File: src/rtl/uart_tx_arbiter.sv
// Round-robin, message-granular arbiter that gives NUM_REQ byte producers
// exclusive, frame-paced access to a single uart_tx instance.
module uart_tx_arbiter #(
  parameter int NUM_REQ = 2,
  parameter int MAX_GAP = 4095,
  parameter int BUSY_TO = 15
) (
  input  logic                 clk,
  input  logic                 rst,
  input  logic [NUM_REQ-1:0]   req,
  input  logic [8*NUM_REQ-1:0] req_data,
  input  logic [NUM_REQ-1:0]   req_last,
  output logic [NUM_REQ-1:0]   req_ready,
  output logic [NUM_REQ-1:0]   grant,
  output logic [7:0]           tx_data,
  output logic                 tx_data_valid,
  input  logic                 tx_busy
);

  localparam int PTR_W = (NUM_REQ > 1) ? $clog2(NUM_REQ) : 1;
  localparam int GAP_W = (MAX_GAP > 0) ? $clog2(MAX_GAP + 1) : 1;
  localparam int BTO_W = (BUSY_TO > 0) ? $clog2(BUSY_TO + 1) : 1;

  localparam logic [PTR_W-1:0] LAST_IDX = PTR_W'(NUM_REQ - 1);
  localparam logic [GAP_W-1:0] GAP_MAX  = GAP_W'(MAX_GAP);
  localparam logic [GAP_W-1:0] GAP_HIT  = GAP_W'(MAX_GAP - 1);
  localparam logic [BTO_W-1:0] BTO_HIT  = BTO_W'(BUSY_TO - 1);

  typedef enum logic [1:0] {
    ST_IDLE      = 2'd0,
    ST_SEND      = 2'd1,
    ST_WAIT_BUSY = 2'd2,
    ST_WAIT_DONE = 2'd3
  } state_t;

  function automatic logic [PTR_W-1:0] rr_pick(input logic [NUM_REQ-1:0] r,
                                               input logic [PTR_W-1:0]   p);
    logic [PTR_W-1:0] sel;
    logic [PTR_W-1:0] cand;
    logic             found;
    sel   = p;
    found = 1'b0;
    for (int k = 0; k < NUM_REQ; k++) begin
      cand = PTR_W'((int'(p) + k) % NUM_REQ);
      if (!found && r[cand]) begin
        sel   = cand;
        found = 1'b1;
      end
    end
    return sel;
  endfunction

  function automatic logic [NUM_REQ-1:0] to_onehot(input logic [PTR_W-1:0] idx);
    logic [NUM_REQ-1:0] v;
    v      = {NUM_REQ{1'b0}};
    v[idx] = 1'b1;
    return v;
  endfunction

  function automatic logic [PTR_W-1:0] ptr_after(input logic [PTR_W-1:0] g);
    return (g == LAST_IDX) ? {PTR_W{1'b0}} : g + PTR_W'(1);
  endfunction

  function automatic logic [GAP_W-1:0] gap_inc(input logic [GAP_W-1:0] g);
    return (g == GAP_MAX) ? g : g + GAP_W'(1);
  endfunction

  state_t             state_r,  state_nxt_s;
  logic [PTR_W-1:0]   owner_r,  owner_nxt_s;
  logic [NUM_REQ-1:0] grant_r,  grant_nxt_s;
  logic [NUM_REQ-1:0] ready_r,  ready_nxt_s;
  logic               valid_r,  valid_nxt_s;
  logic [7:0]         data_r,   data_nxt_s;
  logic [PTR_W-1:0]   ptr_r,    ptr_nxt_s;
  logic [GAP_W-1:0]   gap_r,    gap_nxt_s;
  logic [BTO_W-1:0]   bcnt_r,   bcnt_nxt_s;
  logic               last_r,   last_nxt_s;

  logic               sel_req_s;
  logic               sel_last_s;
  logic [7:0]         sel_data_s;
  logic               issue_s;
  logic               gap_hit_s;
  logic               bto_hit_s;

  assign sel_req_s  = req[owner_r];
  assign sel_last_s = req_last[owner_r];
  assign sel_data_s = req_data[{owner_r, 3'b000} +: 8];
  assign issue_s    = sel_req_s & ~tx_busy;
  assign gap_hit_s  = (gap_r == GAP_HIT);
  assign bto_hit_s  = (bcnt_r == BTO_HIT);

  assign req_ready     = ready_r;
  assign grant         = grant_r;
  assign tx_data       = data_r;
  assign tx_data_valid = valid_r;

  // State and registered-output update, with synchronous reset.
  always_ff @(posedge clk) begin
    if (rst) begin
      state_r <= ST_IDLE;
      owner_r <= {PTR_W{1'b0}};
      grant_r <= {NUM_REQ{1'b0}};
      ready_r <= {NUM_REQ{1'b0}};
      valid_r <= 1'b0;
      data_r  <= 8'h00;
      ptr_r   <= {PTR_W{1'b0}};
      gap_r   <= {GAP_W{1'b0}};
      bcnt_r  <= {BTO_W{1'b0}};
      last_r  <= 1'b0;
    end else begin
      state_r <= state_nxt_s;
      owner_r <= owner_nxt_s;
      grant_r <= grant_nxt_s;
      ready_r <= ready_nxt_s;
      valid_r <= valid_nxt_s;
      data_r  <= data_nxt_s;
      ptr_r   <= ptr_nxt_s;
      gap_r   <= gap_nxt_s;
      bcnt_r  <= bcnt_nxt_s;
      last_r  <= last_nxt_s;
    end
  end

  // Next-state logic.
  always_comb begin
    state_nxt_s = state_r;
    case (state_r)
      ST_IDLE: begin
        if (|req) begin
          state_nxt_s = ST_SEND;
        end else begin
          state_nxt_s = ST_IDLE;
        end
      end
      ST_SEND: begin
        if (issue_s) begin
          state_nxt_s = ST_WAIT_BUSY;
        end else if (!sel_req_s && gap_hit_s) begin
          state_nxt_s = ST_IDLE;
        end else begin
          state_nxt_s = ST_SEND;
        end
      end
      ST_WAIT_BUSY: begin
        // A missed data_valid never raises busy; time out and carry on.
        if (tx_busy || bto_hit_s) begin
          state_nxt_s = ST_WAIT_DONE;
        end else begin
          state_nxt_s = ST_WAIT_BUSY;
        end
      end
      ST_WAIT_DONE: begin
        if (!tx_busy) begin
          state_nxt_s = last_r ? ST_IDLE : ST_SEND;
        end else begin
          state_nxt_s = ST_WAIT_DONE;
        end
      end
      default: begin
        state_nxt_s = ST_IDLE;
      end
    endcase
  end

  // Next values of the registered outputs and bookkeeping registers.
  always_comb begin
    owner_nxt_s = owner_r;
    grant_nxt_s = grant_r;
    ready_nxt_s = {NUM_REQ{1'b0}};
    valid_nxt_s = 1'b0;
    data_nxt_s  = data_r;
    ptr_nxt_s   = ptr_r;
    gap_nxt_s   = gap_r;
    bcnt_nxt_s  = bcnt_r;
    last_nxt_s  = last_r;
    case (state_r)
      ST_IDLE: begin
        gap_nxt_s  = {GAP_W{1'b0}};
        bcnt_nxt_s = {BTO_W{1'b0}};
        if (|req) begin
          owner_nxt_s = rr_pick(req, ptr_r);
          grant_nxt_s = to_onehot(rr_pick(req, ptr_r));
        end else begin
          grant_nxt_s = {NUM_REQ{1'b0}};
        end
      end
      ST_SEND: begin
        if (issue_s) begin
          data_nxt_s  = sel_data_s;
          valid_nxt_s = 1'b1;
          ready_nxt_s = to_onehot(owner_r);
          last_nxt_s  = sel_last_s;
          gap_nxt_s   = {GAP_W{1'b0}};
          bcnt_nxt_s  = {BTO_W{1'b0}};
        end else if (!sel_req_s) begin
          // Owner stalled mid-message: revoke once the gap reaches MAX_GAP.
          if (gap_hit_s) begin
            grant_nxt_s = {NUM_REQ{1'b0}};
            ptr_nxt_s   = ptr_after(owner_r);
            gap_nxt_s   = {GAP_W{1'b0}};
          end else begin
            gap_nxt_s = gap_inc(gap_r);
          end
        end else begin
          gap_nxt_s = gap_r;
        end
      end
      ST_WAIT_BUSY: begin
        if (!tx_busy && !bto_hit_s) begin
          bcnt_nxt_s = bcnt_r + BTO_W'(1);
        end else begin
          bcnt_nxt_s = bcnt_r;
        end
      end
      ST_WAIT_DONE: begin
        if (!tx_busy && last_r) begin
          grant_nxt_s = {NUM_REQ{1'b0}};
          ptr_nxt_s   = ptr_after(owner_r);
        end else begin
          grant_nxt_s = grant_r;
        end
      end
      default: begin
        grant_nxt_s = {NUM_REQ{1'b0}};
      end
    endcase
  end

endmodule

File: config.mk
export PLATFORM = sky130hd
export DESIGN_NAME = uart_tx_arbiter
export DESIGN_NICKNAME = d
export VERILOG_FILES = /design/src/rtl/uart_tx_arbiter.sv
export SDC_FILE = /design/constraint.sdc
export NUM_CORES = 1
export LEC_CHECK = 0
export CAP_MARGIN = 20
export CORE_UTILIZATION = 50
export DETAILED_ROUTE_END_ITERATION = 16
export MAX_ROUTING_LAYER = met4
export PLACE_DENSITY = 0.82
export SLEW_MARGIN = 0
export SYNTH_ARGS = -nofsm -noshare
export SYNTH_HDL_FRONTEND = slang
export SYNTH_SLANG_ARGS = --single-unit
File: constraint.sdc
create_clock -name clk -period 2.53 [get_ports clk]
set_clock_uncertainty 0.15 [all_clocks]
set_input_delay 0.253 -clock clk [delete_from_list [all_inputs] [get_ports clk]]
set_output_delay 0.253 -clock clk [all_outputs]
set_load 0.1 [all_outputs]
; ---- Word-level counts from Yosys, hierarchy flattened
; Index checks and enable logic that the tools add are counted.
[word_totals]
ff_bits = 34
word_cells = 110
inputBits = 23
out_inout_bits = 13
[op_classes]
add_sub_neg = 4
eq_ne = 14
n_reduce_logical = 25
bitwise = 4
shifts = 1
order_cmp = 6
muxes = 46
[ops]
columns = operator, count
row1 = two-way mux 12 bit, 4
row2 = two-way mux 1 bit, 26
row3 = equality test 12 bit (second input constant), 2
row4 = one-hot mux 12 bit (2 select lines), 1
row5 = indexed part select 16 x 5 -> 8 bit, 1
row6 = two-way mux 2 bit, 7
row7 = adder 12 x 1 -> 12 bit (second input constant), 1
row8 = inequality test 2 bit (second input constant), 6
row9 = one-hot mux 4 bit (3 select lines), 1
row10 = AND reduction 5 bit, 2
row11 = < comparator 1 x 2 -> 1 bit (second input constant), 4
row12 = two-way mux 4 bit, 2
row13 = one-hot mux 2 bit (4 select lines), 1
row14 = logical AND 1 bit, 6
row15 = one-hot mux 2 bit (3 select lines), 1
row16 = AND reduction 3 bit, 2
row17 = nonzero test 3 bit, 2
row18 = adder 4 x 1 -> 4 bit (second input constant), 1
row19 = equality test 2 bit (second input constant), 2
row20 = equality test 4 bit (second input constant), 1
row21 = zero test 1 bit, 4
row22 = inequality test 4 bit (second input constant), 1
row23 = AND reduction 2 bit, 2
row24 = nonzero test 2 bit, 2
row25 = 12 further kinds, 18

; ---- Longest topological paths before layout
[logic_depth]
word_depth = 16
ltp_mapped = 8
depth_no_buf = 7

; ---- Worst setup path after synthesis
; No wires, ideal clock.
[synth_path]
path_kind = register to register
from = register gap_r[0]
to = register gap_r[5]
path_buffers = 1
setup_time_ps = 71
arrival_time_ps = 1907
synth_period_minus_slack_ps = 2127
setup_slack_ps = 403
required_ps = 2309
path_stages_with_launch = 9
path_cell_list = dfxtp_1 > inv_1 > ha_1 > and3_1 > and4_4 > buf_6 > or2_1 > or4_1 > a21oi_1
[synth_between]
elab_chain_cells = 6
elab_cells_between_ends = 10
cone_classes = add/sub (1) / eq/ne (3) / mux (5) / reduce/logical (1)
[synth_rtl]
columns = item, line
row1 = start: declaration, 75  ; logic [GAP_W-1:0] gap_r, gap_nxt_s;
row2 = start signal: assignment, 108  ; gap_r <= {GAP_W{1'b0}};
row3 = start signal: assignment, 119  ; gap_r <= gap_nxt_s;
row4 = adder 12 x 1 -> 12 bit, 65  ; return (g == GAP_MAX) ? g : g + GAP_W'(1);
row5 = two-way mux 12 bit, 65
row6 = two-way mux 12 bit, 198  ; if (gap_hit_s) begin
row7 = two-way mux 12 bit, 196  ; end else if (!sel_req_s) begin
row8 = two-way mux 12 bit, 189  ; if (issue_s) begin
row9 = one-hot mux 12 bit (2 select lines), 177  ; case (state_r)
; Several ways; a longest one is shown, not always the timed one. The select of a mux whose other input is x is not followed.
; A chain may end at the register's enable or synchronous reset.

; ---- Final worst setup path
; Same ends and word-level chain as after synthesis.

==> flow_metrics.py <==
metrics = {
    "grt": {
        "grt_max_degree": 20,
        "grt_antenna_before_repair": 0,
        "grt_pass1_wl_um": 5899,
        "track_usage_pct": 22.03,
        "grt_pass1_vias": 1260,
        "grt_overflow": 0,
    },
    "finish": {
        "antenna_cells": 0,
        "synthToLayoutAreaGrowth_pct": 26.94,
        "layout-drive-gt1-share_pct": 15.54,
        "finalNetCount": 278,
        "fin_cells": 297,
        "finalCoreUtilization_pct": 66.78,
        "stdcell_area_um2": 2246,
    },
    "power_and_ir_drop": {
        "seqPwrFrac_pct": 45.0,
        "ir_worst_vdd_uv": 328.3,
        "switching_power_uw": 380.8,
        "combPwrFrac_pct": 23.2,
        "clkPwrFrac_pct": 31.9,
        "p_int_uw": 895.6,
        "p_leak_uw": 0.0008213,
        "power.share.switching_pct": 29.84,
        "cellPowerDensity_nw_per_um2": 568.3,
    },
    "synthesis": {
        "synthArstFlopShare_pct": 0,
        "synthTopCellsByArea": "dfxtp_1, nor2_1, mux2i_1",
        "synth_cell_types": 48,
        "netlist_instances": 209,
        "synth_top_cell_area_share_pct": 38.47,
        "yosys-top-cells-count": "dfxtp_1, nor2_1, nand2_1",
        "synth_flop_cell": "dfxtp_1",
        "syn_nets": 236,
        "ys_seq_area_share_pct": 38.47,
        "yosys_warnings": 0,
        "syn-cell-area_um2": 1769,
        "ys_seq_elements": 34,
        "yosysTopAreaCell": "dfxtp_1",
        "synth_edf_count": 0,
        "yosysMostFrequentCell": "dfxtp_1",
        "avgSynthCellArea_um2": 8.465,
    },
    "placement": {
        "place.gp.congestion": 0.8613,
        "dp.cells": 290,
        "dpl.hpwl_um": 2806,
        "dpl_worst_slack_ns": 0.2253,
        "portBuffers": 35,
        "placed_area_um2": 2165,
    },
    "detailed_routing": {
        "postRouteAntennaNets": 0,
        "vias": 1621,
        "drcViolationCount": 0,
        "first_pass_iters": 5,
        "drt-total-wl_um": 3729,
        "dr.first_iter.drc_count": 72,
        "vias_per_cell": 5.458,
        "routedWlPerCell_um": 12.56,
    },
    "floorplanning": {
        "dieArea_um2": 3780,
        "row_count": 21,
        "fp.coreArea_um2": 3363,
        "start_util_pct": 52.60,
        "die_h_um": 61.49,
        "pin_count": 36,
        "die_x_um": 61.49,
    },
    "timing": {
        "fin_tns_setup_ns": 0,
        "tightestPinTransition_ns": 0.4034,
        "layout_setup_ws_ns": 0.3711,
        "setup_viol": 0,
        "fin_crit_sh_pct": 85.33,
        "fmax_mhz": 463.2,
        "maxSlewHeadroom_pct": 72.96,
        "hold_viol": 0,
        "finalMaxSlewViolations": 0,
        "rsz0062_at_grt": "no",
        "finalCriticalPeriod_ns": 2.159,
    },
    "clocking": {
        "cts-root-buf": "clkbuf_4",
        "cts_tree": "built",
        "cts_hold_buffers": 0,
        "cts_buffers": 5,
        "ctsResizeCount": 0,
        "insertion_delay_ns": 0.34,
        "clkSinkCount": 34,
        "ctsHtreeMaxLevel": 2,
        "cts_setup_buffers": 0,
        "clk_pin_slew_ns": 0.10,
        "clock_path_buffers": 2,
    },
    "critical_path": {
        "required_ns": 2.67,
        "start_kind": "flip-flop",
        "setup.worst_path.class": "flip-flop to flip-flop",
        "crit_fanout": 6,
        "end_kind": "flip-flop",
        "cp.arrival_ns": 2.29,
    },
    "job": {
        "cap_violations": 0,
    },
    "worst_hold_path": {
        "worst_hold_path_type": "flip-flop to flip-flop",
    },
    "run_status": {
        "outcome": "finished clean",
    },
}
per-stage QoR:
stage          hold slack, ns  total power, uW
4_1_cts                0.3413             1285
3_5_place_dp           0.3246            881.2
6_report               0.3386             1276
3_3_place_gp           0.3199            879.4
5_1_grt                0.3650             1339
2_1_floorplan          0.2710            787.2
cell type report:
| type | instances | area, um2 |
|---|---|---|
| Fill cell | 308 | 1117 |
| Multi-Input combinational cell | 156 | 999.7 |
| Tap cell | 46 | 57.56 |
| Timing Repair Buffer | 45 | 392.9 |
| Clock inverter | 1 | 30.03 |
| Sequential cell | 34 | 680.7 |
| Clock buffer | 6 | 51.30 |
| Inverter | 9 | 33.78 |
worst paths after layout:
check	from	endpoint	slack, ns	depth (start not counted)
worst min-delay path	grant[0]	grant[0]	0.34	2
worst max register to register	gap_r[0]	gap_r[5]	0.37	7
worst min register to register	grant[0]	grant[0]	0.34	2
worst max-delay path	gap_r[0]	gap_r[5]	0.37	7
cell usage in the layout, fill, tap and decap left out, types with 2 or more instances in the layout:
master | netlist | routed
inv_1 | 9 | 9
nand4_1 | 3 | 3
o21ai_0 | 4 | 4
a21o_1 | 2 | 2
nand3_1 | 10 | 10
a311oi_1 | 4 | 4
a211oi_1 | 9 | 9
clkdlybuf4s50_1 | 0 | 22
and4_4 | 2 | 2
clkbuf_4 | 0 | 5
o21ai_1 | 3 | 3
nor3_1 | 5 | 5
ha_1 | 4 | 4
nand2_1 | 17 | 17
buf_4 | 0 | 23
o211ai_1 | 4 | 4
a21oi_1 | 13 | 13
nand2b_1 | 3 | 3
a31oi_1 | 4 | 4
and3_1 | 5 | 5
mux2i_1 | 10 | 10
xor2_1 | 3 | 3
dfxtp_1 | 34 | 34
nor2_1 | 28 | 28
power by group through the flow:
| stage | Combinational [uW] | Clock, uW | Sequential [uW] |
|---|---|---|---|
| 6_report | 296 | 407 | 574 |
| 5_1_grt | 316 | 444 | 578 |
| 4_1_cts | 296 | 415 | 574 |
| 3_5_place_dp | 295 | 0 | 586 |
| 3_3_place_gp | 294 | 0 | 586 |
| 2_1_floorplan | 119 | 0 | 668 |
state kept, by name, indices dropped and copies added (netlist names), 2 cells and up:
name / flops
gap_r: 12
tx_data: 8
bcnt_r: 4
grant: 2
req_ready: 2
state_r: 2
cell families after synthesis:
group	Yosys count	share of synthesized area [%]
buffers and inverters	19	5.021
AOI/OAI and AO/OA	55	22.14
muxes	12	7.284
and+or+nand+nor	81	22.28
xor gates and xnor gates	4	1.981
DFF	34	38.47
adders and majority gates	4	2.829
worst max-delay path, cell delays in order, from the launching register on:
cell and delay [ns]:
dfxtp_1 0.38, inv_1 0.08, ha_1 0.21, and3_1 0.17
and4_4 0.21, or2_1 0.26, or4_1 0.52, a21oi_1 0.12
metal layers:
layer | wire (um) | share of wire (%) | track usage, %
met1 | 1868 | 50 | 31.49
met2 | 1630 | 44 | 29.65
met3 | 183 | 4.9 | 5.882
met4 | 47 | 1.3 | 7.302
met5 | 0 | 0 | -
No activity file was read; power rests on OpenSTA's default activity.
